### src/rtl/serial_seq_detector.sv
// serial_seq_detector: finds a start pattern in a 1-bit serial stream and
// pulses seqValid for one cycle, then waits for the receive controller.
//
// Ports:
//   clk        rising-edge clock
//   rst        asynchronous active-high reset
//   bitIn      serial data bit
//   bitValid   qualifies bitIn
//   busy       downstream controller is reading payload / transmitting
//   clrCount   synchronous clear of matchCount
//   seqValid   registered one-cycle pulse: pattern just completed
//   armed      next valid bit can complete a match
//   matchCount saturating count of seqValid pulses
module serial_seq_detector #(
    parameter int                     PATTERN_LEN = 4,
    parameter logic [PATTERN_LEN-1:0] PATTERN     = 4'b1101,
    parameter int                     CNT_W       = 8
) (
    input  logic             clk,
    input  logic             rst,
    input  logic             bitIn,
    input  logic             bitValid,
    input  logic             busy,
    input  logic             clrCount,
    output logic             seqValid,
    output logic             armed,
    output logic [CNT_W-1:0] matchCount
);

    localparam int FW = $clog2(PATTERN_LEN);
    localparam logic [FW-1:0] FULL = FW'(PATTERN_LEN - 1);

    localparam logic [0:0] S_FILL = 1'b0;
    localparam logic [0:0] S_HOLD = 1'b1;

    logic [0:0]             state;
    logic [PATTERN_LEN-2:0] win;
    logic [FW-1:0]          fill;
    logic [PATTERN_LEN-1:0] cand;
    logic                   hit;

    assign cand = {win, bitIn};

    // fill gating keeps a reset-zero window from matching a pattern
    // with leading zeros before enough real bits have arrived.
    assign hit = (state == S_FILL) && !busy && bitValid &&
                 (fill == FULL) && (cand == PATTERN);

    always_ff @(posedge clk or posedge rst) begin
        if (rst) begin
            state    <= S_FILL;
            win      <= '0;
            fill     <= '0;
            seqValid <= 1'b0;
        end else begin
            seqValid <= hit;
            if (state == S_HOLD) begin
                // bit in this cycle belongs to the payload; not sampled
                state <= S_FILL;
            end else if (busy) begin
                win  <= '0;
                fill <= '0;
            end else if (bitValid) begin
                if (hit) begin
                    // matched bits are never reused for the next match
                    win   <= '0;
                    fill  <= '0;
                    state <= S_HOLD;
                end else begin
                    win <= cand[PATTERN_LEN-2:0];
                    if (fill != FULL) begin
                        fill <= fill + 1'b1;
                    end
                end
            end
        end
    end

    // Counts at the same edge that raises seqValid.
    always_ff @(posedge clk or posedge rst) begin
        if (rst) begin
            matchCount <= '0;
        end else if (clrCount) begin
            matchCount <= '0;
        end else if (hit && (matchCount != {CNT_W{1'b1}})) begin
            matchCount <= matchCount + 1'b1;
        end
    end

    assign armed = (state == S_FILL) && (fill == FULL) && !busy;

endmodule

### config.mk
export PLATFORM = sky130hd
export DESIGN_NAME = serial_seq_detector
export DESIGN_NICKNAME = d
export VERILOG_FILES = /design/src/rtl/serial_seq_detector.sv
export SDC_FILE = /design/constraint.sdc
export NUM_CORES = 1
export LEC_CHECK = 0
export CAP_MARGIN = 15
export CORE_UTILIZATION = 48
export CTS_CLUSTER_DIAMETER = 50
export DETAILED_ROUTE_END_ITERATION = 8
export PLACE_DENSITY = 0.76
export SYNTH_ARGS = -nofsm -noshare
export SYNTH_HDL_FRONTEND = slang
export SYNTH_SLANG_ARGS = --single-unit
### constraint.sdc
create_clock -name clk -period 2.15 [get_ports clk]
set_clock_uncertainty 0.15 [all_clocks]
set_input_delay 0.43 -clock clk [delete_from_list [all_inputs] [get_ports clk]]
set_output_delay 0.43 -clock clk [all_outputs]
set_load 0.005 [all_outputs]
**After elaboration in Yosys (flattened, before gate mapping)**

Cells that the tools add are included.

- Register bits: 15
- Bits of input ports: 6

- $add $sub $neg: 2
- Equality and inequality tests: 4
- Mux-type cells: 13
- Bitwise gates (word level): 1
- Reduce and logical (&&, ||, !) cells: 13

Operators by type and width:

| kind | count |
|---|---|
| $mux 8 | 2 |
| $mux 3 | 3 |
| $add 8x1->8 const B | 1 |
| $mux 2 | 4 |
| $ne 8x8->1 const B | 1 |
| $logic_and 1x1->1 | 7 |
| $eq 4x4->1 const B | 1 |
| $mux 1 | 4 |
| $reduce_bool 2->1 | 2 |
| $reduce_and 3->1 | 1 |
| $reduce_bool 3->1 | 1 |
| $add 2x1->2 const B | 1 |
| $eq 2x2->1 const B | 1 |
| $ne 2x2->1 const B | 1 |
| $reduce_and 2->1 | 1 |
| $logic_not 1->1 | 1 |
| $not 1->1 | 1 |

**Longest topological paths before layout**

- Word-level depth: 9
- Depth in mapped cells: 5
- Gate-level depth less buffers: 5

**Worst setup path before layout**

No wires, ideal clock.

- Path kind: reg-to-reg
- From: reg fill[0]
- To: reg matchCount[6]
- Arrival time: 1467 ps
- Required time: 1922 ps
- Slack: 455 ps
- Cell stages (with the launch flop): 6
- Clock period less this slack: 1695 ps
- Path through: dfrtp_1 -> ha_1 -> and4b_2 -> o211ai_4 -> or4_1 -> a21oi_1

- Longest elaborated chain between the ends: 5

Ends and longest elaborated chain:

| item | RTL line | source |
|---|---|---|
| start, declared | 38 | `logic [FW-1:0] fill;` |
| start signal, assigned | 72 | `fill <= fill + 1'b1;` |
| $eq 2x2->1 | 47 | `(fill == FULL) && (cand == PATTERN);` |
| $logic_and 1x1->1 | 46 | `assign hit = (state == S_FILL) && !busy && bitValid &&` |
| $logic_and 1x1->1 | 47 |  |
| $logic_and 1x1->1 | 85 | `end else if (hit && (matchCount != {CNT_W{1'b1}})) begin` |
| $reduce_bool 2->1 (no source line) | -- |  |
| end signal, assigned | 86 | `matchCount <= matchCount + 1'b1;` |
| end, declared | 27 | `output logic [CNT_W-1:0] matchCount` |

Every way passes these cells.
A chain may end at the register's enable or synchronous reset.

**Worst setup path after layout**

- From: reg state
- To: out armed

- Longest elaborated chain between the ends: 3

Ends and longest elaborated chain:

| item | RTL line | source |
|---|---|---|
| start, declared | 36 | `logic [0:0] state;` |
| start signal, assigned | 51 | `state <= S_FILL;` |
| start signal, assigned | 59 | `state <= S_FILL;` |
| start signal, assigned | 68 | `state <= S_HOLD;` |
| $not 1->1 (no source line) | -- |  |
| $logic_and 1x1->1 (2 in series) | 90 | `assign armed = (state == S_FILL) && (fill == FULL) && !busy;` |
| end, declared | 26 | `output logic armed,` |

Every way passes these cells.

==> impl_results.md <==
* Syn Area/Cell at 10.28 sq um
* Worst-margin pin slew at 0.5460 ns
* Post-Synthesis Cells at 74
* Drt wl/cell at 13.93 um
* Global placement routability congestion at 0.9089
* Antenna viol nets, final at 0
* Pwr per Cell Area at 490.9 mW/mm^2
* Clock Sinks at 15
* Critical Path Fanout Max at 7
* CTS Buf Count at 3
* Die height at 41.81 um
* Clk root buf: clkbuf_4
* Slew Limit Headroom at 63.56%
* Worst vdd ir at 315.9 uV
* # placed instances at 110
* Number of max-cap violations at 0
* Min-delay worst type: in2async
* Die Area at 0.001748 sq mm
* Worst EP required at 1.57 ns
* Crit path launch type: register
* Initial Util at 51.09%
* CP Class: reg2out
* Io pins at 16
* Overall Global Routing Usage at 21.14%
* Fin. Hold Viols at 0
* CTS H-Tree Depth at 1
* Layout cells sized above 1 at 18.00%
* Slowest stage delay, CP at 0.49 ns
* Sequential share of the synthesized area at 49.34%
* Worst path slowest cell: clkdlybuf4s50_1
* Post-route clock period utilization at 96.59%
* Largest family of logic cells by synthesized area: compound AO/OA/AOI/OAI gates
* Post-Synth Simple-Gate Area at 19.24%
* # nets final at 109
* CTS tree: yes
* Initial DRC Count at 22
* RSZ-0062 raised after global routing: false
* Cell Count, Final, Fillers Out at 116
* CP Capture Type: output pin
* Final core occ at 68.40%
* CP cell instances: nor2_2 > and2_1 > clkdlybuf4s50_1
* Post-synth top flop: dfrtp_1
* Reg2reg path depth at 5
* Total grt overflow at 0
* Vias in the first global route at 614
* Setup ws final at 0.07329 ns
* Status: finished clean
* Leakage at 0.0004514 uW
* Drt drc at 0
* Post-synth EDFFs at 0
* Count of cell types in the netlist at 29
* Cell row count at 14
* Via density at 5.845
* DP Worst Slack at -0.07240 ns
* Clk buf depth at 2
* XOR/XNOR share of the synthesized area at 3.454%
* Asr flop ratio synth at 100.0%
* Clock-pin slew on the worst setup and hold paths at 0.09 ns
* Fmax at 481.5 MHz
* Min Tclk post-route at 2.077 ns
* Worst-Skew Late Latency at 0.29 ns
* Input/output buffers at 15
* Area growth syn-to-layout at 33.88%
* Largest net degree at the start of global routing at 16
* Via count at 678
* Antenna fix cells at 0
* Setup TNS at 0 ns
* Routed wire length at 1.616 mm
* Drt first pass iters at 4
* Core Footprint at 0.001489 sq mm
* First-pass GRT wire length at 2.684 mm
* Synth Area in Compound Gates at 20.39%
* Dpl hpwl at 1.161 mm
* Final setup vio count at 0
* Die W at 41.81 um
* Synth Area in Adders at 3.289%
* Critical path arrival at 1.50 ns
* Initial antenna violation count at 0
* Max-slew violation count at 0
* Flops & latches, synth at 15
* Synthesized area at 760.7 sq um
* Syn Nets at 82
* Multiplexer share of the synthesized area at 1.316%
* Ys Warns at 0
==> cells by family after synthesis <==
kind of cell	count (synthesis)
AO/OA/AOI/OAI	21
XOR/XNOR	3
adder cells (fa/ha/maj)	2
buffers and inverters	6
flip-flops	15
multiplexers	1
AND/OR/NAND/NOR	26
==> report_power, final <==
group	total (uW)	switching (uW)	internal (uW)
sequential	291	3.75	287
combinational	43.2	21.1	22.2
clock	166	96.6	69.4
total	500	121	378
==> metrics by stage <==
stage	area [sq um]	hold slack [ns]	total power (uW)
after global placement	972.2	0.3352	334.2
after detailed placement	972.2	0.3415	335.9
after CTS	1008	0.3438	500.0
after floorplan	760.7	0.1815	315.3
after global routing	1018	0.3817	523.5
final	1018	0.3190	499.9
==> state kept, by name (all words and copies together) (netlist names) <==
register,count
seqValid,1
state,1
matchCount,8
win,3
fill,2
==> cells in the final DEF (no fill, tap or decap), types with 3 or more instances in the layout <==
cell type / synthesis / final
a21oi_1: 5 / 5
or3_1: 3 / 3
clkbuf_4: 0 / 3
nand2_1: 5 / 5
xor2_1: 3 / 3
o21ai_0: 7 / 7
buf_4: 0 / 8
dfrtp_1: 15 / 15
clkdlybuf4s50_1: 0 / 14
inv_1: 5 / 5
nand3_1: 3 / 3
nor2_1: 7 / 6
==> critical path, delay by kind of cell, from the launching register on <==
family,cells,cell delay (ns)
buffers and inverters,1,0.49
flip-flops,1,0.46
AND/OR/NAND/NOR,2,0.25
==> Yosys cell counts, types with 2 or more instances <==
cell type  instances  area, sq um
nand3_1            3        15.01
dfrtp_1           15        375.4
xor2_1             3        26.28
a21oi_1            5        25.02
nor2_1             7        26.28
inv_1              5        18.77
ha_1               2        25.02
o21ai_0            7        35.03
or3_1              3        18.77
nand2_1            5        18.77
==> what timing repair did <==
action,4_1_cts,5_1_grt
hold buffers,0,0
setup buffers,1,1
pin swaps,1,0
gates resized for setup,2,1
endpoints found under the setup margin,1,1
==> worst paths after layout <==
check	slack (ns)	end	from
worst max-delay path	0.07	armed	state$_DFF_PP0_
worst min-delay path	0.32	fill[0]$_DFFE_PP0P_	rst
worst max register to register	0.39	matchCount[6]$_DFFE_PP0P_	matchCount[0]$_DFFE_PP0P_
worst min register to register	0.36	fill[1]$_DFFE_PP0P_	fill[1]$_DFFE_PP0P_
max in group asynchronous	1.17	matchCount[0]$_DFFE_PP0P_	rst
min in group clk	0.36	fill[1]$_DFFE_PP0P_	fill[1]$_DFFE_PP0P_
==> routing by layer <==
| layer | share of wire (%) | routed length [um] | global-route usage [%] | vias to the layer above |
|---|---|---|---|---|
| li1 | - | - | - | 329 |
| met1 | 48 | 773 | 28.74 | 315 |
| met2 | 43 | 689 | 28.13 | 24 |
| met3 | 5.1 | 82 | 6.522 | 10 |
| met4 | 4.3 | 70 | 15.48 | 0 |
| met5 | 0 | 0 | 0 | - |
==> area by class of cell <==
class                      count  area [sq um]
tap                           16         20.02
multi-input combinational     53         367.9
fill                         108         470.5
clock inverter                 1         5.005
timing repair buffer          23         209.0
inverter                       5         18.77
clock buffer                   3         22.52
sequential                    15         375.4
Note: power is estimated with default switching activity, not from simulation.
